### src/rtl/cpu_run_ctrl_pkg.sv
// Shared types and constants for the CPU run/step/halt sequencer.
package cpu_run_ctrl_pkg;

    typedef enum logic [1:0] {
        ST_IDLE = 2'd0,
        ST_RUN  = 2'd1,
        ST_STEP = 2'd2,
        ST_HALT = 2'd3
    } run_state_t;

    localparam logic [4:0]  STOP_REG_DEF = 5'd31;
    localparam logic [31:0] STOP_VAL_DEF = 32'd400;
    localparam logic [31:0] CNT_SAT      = 32'hFFFF_FFFF;

    // States in which the divider runs and the core may be clocked.
    function automatic logic is_active(run_state_t s);
        return (s == ST_RUN) || (s == ST_STEP);
    endfunction

endpackage

### src/rtl/cpu_run_ctrl_if.sv
// Key, core-observation and status signals of the run controller.
interface cpu_run_ctrl_if;
    import cpu_run_ctrl_pkg::*;

    logic        key_run;
    logic        key_step;
    logic        key_clr;
    logic [31:0] pc_in;
    logic        wb_en;
    logic [4:0]  wb_rd;
    logic [31:0] wb_data;
    logic [31:0] bp_addr;
    logic        cpu_ce;
    run_state_t  state;
    logic        done;
    logic [31:0] cycle_count;

    modport master (
        output key_run, key_step, key_clr, pc_in, wb_en, wb_rd, wb_data, bp_addr,
        input  cpu_ce, state, done, cycle_count
    );

    modport slave (
        input  key_run, key_step, key_clr, pc_in, wb_en, wb_rd, wb_data, bp_addr,
        output cpu_ce, state, done, cycle_count
    );

endinterface

### src/rtl/cpu_run_ctrl_key_pulse.sv
// Raw button to one-clk pulse: 2-flop synchroniser, edge detect, registered pulse.
module key_pulse (
    input  logic clk,
    input  logic rst_n,
    input  logic key,
    output logic pulse
);

    logic [2:0] sync_q;
    logic       pulse_q;

    // Shift the key through the synchroniser and register the rising edge.
    always_ff @(posedge clk or negedge rst_n) begin
        if (!rst_n) begin
            sync_q  <= 3'b000;
            pulse_q <= 1'b0;
        end else begin
            sync_q  <= {sync_q[1:0], key};
            pulse_q <= sync_q[1] & ~sync_q[2];
        end
    end

    assign pulse = pulse_q;

endmodule

### src/rtl/cpu_run_ctrl.sv
// Run/step/halt sequencer producing the single-cycle core's clock enable.
// Optional PC breakpoint: define RUN_CTRL_BKPT_EN.
module cpu_run_ctrl
    import cpu_run_ctrl_pkg::*;
#(
    parameter int          DIV_W    = 1,
    parameter logic [4:0]  STOP_REG = STOP_REG_DEF,
    parameter logic [31:0] STOP_VAL = STOP_VAL_DEF
) (
    input  logic           clk,
    input  logic           rst_n,
    cpu_run_ctrl_if.slave  bus
);

    run_state_t  state_q, state_d;
    logic        done_q, done_d;
    logic [31:0] cnt_q;
    logic        run_p, step_p, clr_p;
    logic        tick, active, ce, stop_hit, bp_hit;

    key_pulse u_run  (.clk(clk), .rst_n(rst_n), .key(bus.key_run),  .pulse(run_p));
    key_pulse u_step (.clk(clk), .rst_n(rst_n), .key(bus.key_step), .pulse(step_p));
    key_pulse u_clr  (.clk(clk), .rst_n(rst_n), .key(bus.key_clr),  .pulse(clr_p));

    assign active = is_active(state_q);

    generate
        if (DIV_W == 0) begin : g_nodiv
            assign tick = 1'b1;
        end else begin : g_div
            logic [DIV_W-1:0] div_q;

            // Free-run while staying in RUN/STEP; restart from zero on every entry.
            always_ff @(posedge clk or negedge rst_n) begin
                if (!rst_n) begin
                    div_q <= '0;
                end else if (is_active(state_d) && active) begin
                    div_q <= div_q + DIV_W'(1);
                end else begin
                    div_q <= '0;
                end
            end

            assign tick = &div_q;
        end
    endgenerate

`ifdef RUN_CTRL_BKPT_EN
    assign bp_hit = (state_q == ST_RUN) && tick && (bus.pc_in == bus.bp_addr);
`else
    logic unused_bp;
    assign bp_hit    = 1'b0;
    assign unused_bp = ^{bus.pc_in, bus.bp_addr};
`endif

    // A breakpoint suppresses the pulse so the instruction at bp_addr stays unexecuted.
    assign ce       = tick && active && !bp_hit;
    assign stop_hit = ce && bus.wb_en && (bus.wb_rd == STOP_REG) && (bus.wb_data == STOP_VAL);

    // State and sticky-done registers.
    always_ff @(posedge clk or negedge rst_n) begin
        if (!rst_n) begin
            state_q <= ST_IDLE;
            done_q  <= 1'b0;
        end else begin
            state_q <= state_d;
            done_q  <= done_d;
        end
    end

    // Next-state logic; step beats run, stop beats run, done locks out keys.
    always_comb begin
        state_d = state_q;
        done_d  = done_q | stop_hit;
        case (state_q)
            ST_IDLE: begin
                if (!done_q && step_p)     state_d = ST_STEP;
                else if (!done_q && run_p) state_d = ST_RUN;
            end
            ST_RUN: begin
                if (stop_hit || bp_hit || run_p) state_d = ST_HALT;
            end
            ST_STEP: begin
                if (ce) state_d = ST_HALT;
            end
            ST_HALT: begin
                if (!done_q && step_p)     state_d = ST_STEP;
                else if (!done_q && run_p) state_d = ST_RUN;
            end
            default: state_d = ST_IDLE;
        endcase
    end

    // Retired-cycle counter: clear wins over a coincident pulse, saturates at max.
    always_ff @(posedge clk or negedge rst_n) begin
        if (!rst_n) begin
            cnt_q <= '0;
        end else if (clr_p) begin
            cnt_q <= '0;
        end else if (ce && (cnt_q != CNT_SAT)) begin
            cnt_q <= cnt_q + 32'd1;
        end
    end

    assign bus.cpu_ce      = ce;
    assign bus.state       = state_q;
    assign bus.done        = done_q;
    assign bus.cycle_count = cnt_q;

endmodule

### src/flat_wrapper.sv
// flat-port wrapper written by rule: the top's interface ports become plain ports
module cpu_run_ctrl_flat import cpu_run_ctrl_pkg::*;
#(
    parameter int          DIV_W    = 1,
    parameter logic [4:0]  STOP_REG = STOP_REG_DEF,
    parameter logic [31:0] STOP_VAL = STOP_VAL_DEF
)
  (clk, rst_n, bus_key_run, bus_key_step, bus_key_clr, bus_pc_in, bus_wb_en, bus_wb_rd, bus_wb_data, bus_bp_addr, bus_cpu_ce, bus_state, bus_done, bus_cycle_count);
  cpu_run_ctrl_if bus_i ();
  input  logic clk;
  input  logic rst_n;
  input wire logic [$bits(bus_i.key_run)-1:0] bus_key_run;
  input wire logic [$bits(bus_i.key_step)-1:0] bus_key_step;
  input wire logic [$bits(bus_i.key_clr)-1:0] bus_key_clr;
  input wire logic [$bits(bus_i.pc_in)-1:0] bus_pc_in;
  input wire logic [$bits(bus_i.wb_en)-1:0] bus_wb_en;
  input wire logic [$bits(bus_i.wb_rd)-1:0] bus_wb_rd;
  input wire logic [$bits(bus_i.wb_data)-1:0] bus_wb_data;
  input wire logic [$bits(bus_i.bp_addr)-1:0] bus_bp_addr;
  output wire logic [$bits(bus_i.cpu_ce)-1:0] bus_cpu_ce;
  output wire logic [$bits(bus_i.state)-1:0] bus_state;
  output wire logic [$bits(bus_i.done)-1:0] bus_done;
  output wire logic [$bits(bus_i.cycle_count)-1:0] bus_cycle_count;
  assign bus_i.key_run = bus_key_run;
  assign bus_i.key_step = bus_key_step;
  assign bus_i.key_clr = bus_key_clr;
  assign bus_i.pc_in = bus_pc_in;
  assign bus_i.wb_en = bus_wb_en;
  assign bus_i.wb_rd = bus_wb_rd;
  assign bus_i.wb_data = bus_wb_data;
  assign bus_i.bp_addr = bus_bp_addr;
  assign bus_cpu_ce = bus_i.cpu_ce;
  assign bus_state = bus_i.state;
  assign bus_done = bus_i.done;
  assign bus_cycle_count = bus_i.cycle_count;
  cpu_run_ctrl #(.DIV_W(DIV_W), .STOP_REG(STOP_REG), .STOP_VAL(STOP_VAL)) u_core (.clk(clk), .rst_n(rst_n), .bus(bus_i));
endmodule
### config.mk
export PLATFORM = sky130hd
export DESIGN_NAME = cpu_run_ctrl_flat
export DESIGN_NICKNAME = d
export VERILOG_FILES = /design/src/rtl/cpu_run_ctrl_pkg.sv /design/src/rtl/cpu_run_ctrl_if.sv /design/src/rtl/cpu_run_ctrl_key_pulse.sv /design/src/rtl/cpu_run_ctrl.sv /design/src/flat_wrapper.sv
export SDC_FILE = /design/constraint.sdc
export NUM_CORES = 1
export LEC_CHECK = 0
export BUFFER_PORTS_ARGS = -buffer_cell sky130_fd_sc_hd__buf_2
export CAP_MARGIN = 30
export CORE_UTILIZATION = 42
export CTS_BUF_LIST = sky130_fd_sc_hd__clkbuf_2
export DETAILED_ROUTE_END_ITERATION = 16
export PLACE_DENSITY = 0.79
export SYNTH_ARGS = -nofsm -noshare
export SYNTH_HDL_FRONTEND = slang
export SYNTH_SLANG_ARGS = --single-unit
### constraint.sdc
create_clock -name clk -period 2.5 [get_ports clk]
set_clock_uncertainty 0.1 [all_clocks]
set_input_delay 0.5 -clock clk [delete_from_list [all_inputs] [get_ports clk]]
set_output_delay 0.5 -clock clk [all_outputs]
set_load 0.02 [all_outputs]
==> impl_metrics.json <==
{
  "place_ws_ns": 0.00421,
  "status": "finished clean",
  "final_area_um2": 3270,
  "num_vias": 2452,
  "syn_inst": 261,
  "first_global_vias": 2355,
  "htree_num_levels": 2,
  "power_mw": 1.72,
  "yosysMostFrequentCell": "dfrtp_1",
  "dieArea_um2": 6500,
  "drive_gt1_share_pct": 36.8,
  "cpMostUsedCell": "buf_4",
  "port-buffer-count": 78,
  "area_growth_syn_to_layout_pct": 25.8,
  "yosys-top-cells-count": "48 x dfrtp_1, 21 x nor2_1, 18 x a21oi_1, 14 x nand3_1, 14 x o21ai_0",
  "cp_slowest_cell": "dfrtp_2",
  "antenna_cells": 0,
  "antenna_found_initial": 0,
  "fp.coreArea_um2": 5960,
  "crit_required_ns": 2.74,
  "fillCellCount": 559,
  "synth_top_cell_area_share_pct": 46.3,
  "ys.flop_type": "dfrtp_1",
  "via_per_inst": 5.65,
  "hold_path.class": "reg2reg",
  "timing.hold.ws_ns": 0.288,
  "path_buf_inv": 3,
  "grt-ovfl-total": 0,
  "routedWlPerCell_um": 14.7,
  "grt_max_degree": 23,
  "ioPinCount": 143,
  "cp-end-kind": "flip-flop",
  "cts_made_buffers": 5,
  "num_rows": 28,
  "cts_tree": "done",
  "place_congestion": 0.879,
  "synth_area_leaders": "dfrtp_1 46%, a21oi_1 3.5%, nor2_1 3.0%",
  "worst_pin_slew_ns": 0.704,
  "grt_pass1_wl_um": 10400,
  "seqCellArea_um2": 1200,
  "die_width_um": 80.6,
  "synth-seq-area-share_pct": 46.3,
  "critPathTopFamily": "compound AO/OA/AOI/OAI gates",
  "synth_edf_count": 0,
  "syn_area_um2": 2600,
  "cts_max_path_buffers": 2,
  "maxSlewViolCount": 0,
  "hold_violations": 0,
  "synth.largest_area_cell": "dfrtp_1",
  "crit_arrival_ns": 2.66,
  "utilization_pct": 54.9,
  "wl_um": 6390,
  "max_cap_violations": 0,
  "irDropWorstVdd_mv": 0.268,
  "place_area_um2": 3110,
  "ys_ff_latch": 48,
  "cts_sinks": 48,
  "fin_nets": 468,
  "post-route-period-util_pct": 96.8,
  "dpl.cell_count": 418,
  "power.leakage_nw": 1.48,
  "start_kind": "flip-flop",
  "cp_max_fo": 12,
  "ys_warn_count": 0,
  "drt-pass1-iter-count": 4,
  "path_class": "reg2reg",
  "syn_avg_cell_area_um2": 9.95,
  "crit_chain": "inv_2 > ha_4 > nand2b_4 > or4_4 > a41o_4 > buf_4 > buf_4 > o21ai_0 > a21oi_1",
  "finalSetupTns_ns": 0,
  "max-slew-margin-rel_pct": 53.0,
  "dp_hpwl_um": 4650,
  "clk_pin_slew_ns": 0.27,
  "fmax_mhz": 413,
  "setup_viol": 0,
  "grt.total_usage_pct": 20.8,
  "slowest_delay_ns": 0.47,
  "final_cell_count_no_fill": 434,
  "fin_crit_ns": 2.42,
  "die_height_um": 80.6,
  "ys_async_sr_fraction_pct": 100,
  "drtIter0Drc": 195,
  "fin_ws_ns": 0.0794,
  "clk_latency_ns": 0.45,
  "p_per_area_nw_per_um2": 526,
  "drc": 0,
  "syn_nets": 371,
  "final_antenna_net_count": 0,
  "multi_input_area_um2": 1310,
  "start_util_pct": 43.6,
  "cts_root_buffer": "clkbuf_2",
  "ys_types": 49
}
[repair_timing]
action                                  in CTS  in global routing
hold buffers                                 4                  0
endpoints found under the setup margin       4                  9
pin swaps                                    0                  0
gates resized for setup                      3                  7
endpoints found under the hold margin       21                  0
buffers inserted                             0                  4
[state kept, by name, indices dropped and copies added, names as in the netlist]
name / count
u_core.bus.cycle_count: 32
u_core.bus.done: 1
u_core.bus.state: 2
u_core.g_div.div_q: 1
u_core.u_clr.pulse: 1
u_core.u_clr.sync_q: 3
u_core.u_run.pulse: 1
u_core.u_run.sync_q: 3
u_core.u_step.pulse: 1
u_core.u_step.sync_q: 3
[worst paths after layout]
check | slack, ns | start | end | depth (start not counted)
setup reg to reg | 0.08 | u_core.bus.state[0] | u_core.bus.cycle_count[27] | 9
hold / removal | 0.29 | u_core.u_clr.sync_q[0] | u_core.u_clr.sync_q[1] | 0
hold reg to reg | 0.29 | u_core.u_clr.sync_q[0] | u_core.u_clr.sync_q[1] | 0
setup / recovery | 0.08 | u_core.bus.state[0] | u_core.bus.cycle_count[27] | 9
max in group asynchronous | 1.30 | rst_n | u_core.bus.state[0] | 3
min in group asynchronous | 0.38 | rst_n | u_core.bus.cycle_count[14] | 2
[power by group]
group	switching, mW	internal, mW
sequential	0.0472	0.830
combinational	0.252	0.233
clock	0.278	0.0794
[routing by layer]
layer / up-vias / wire length (um) / global-route usage (%)
met1: 1184 / 2770 / 25.7
met5: - / 0 / 0
met4: 0 / 84 / 6.25
met2: 88 / 3090 / 36.3
met3: 8 / 446 / 4.20
li1: 1172 / - / -
[cell families after synthesis]
logic type	after synthesis	synth area share (%)
and+or+nand+nor	127	29.5
adders and majority gates	3	1.45
AOI/OAI and AO/OA	52	13.1
muxes	5	2.07
buffers and inverters	18	4.87
xor gates and xnor gates	8	2.70
DFF	48	46.3
[final cells by class]
type | count | area share [%]
tap | 75 | 2.87
inverter | 6 | 0.689
multi-input combinational | 195 | 40.1
clock inverter | 3 | 0.804
sequential | 48 | 36.8
timing repair buffer | 102 | 18.0
clock buffer | 5 | 0.766
[cell usage in the layout (no fill, tap or decap), drive strengths merged, types with 10 or more instances in the layout]
cell	count
buf	98
nor2	21
o21ai	14
nand3	14
nand4	13
dfrtp	48
nand2	13
a21oi	18
or3	10
Power figures use the tool's default switching activity.
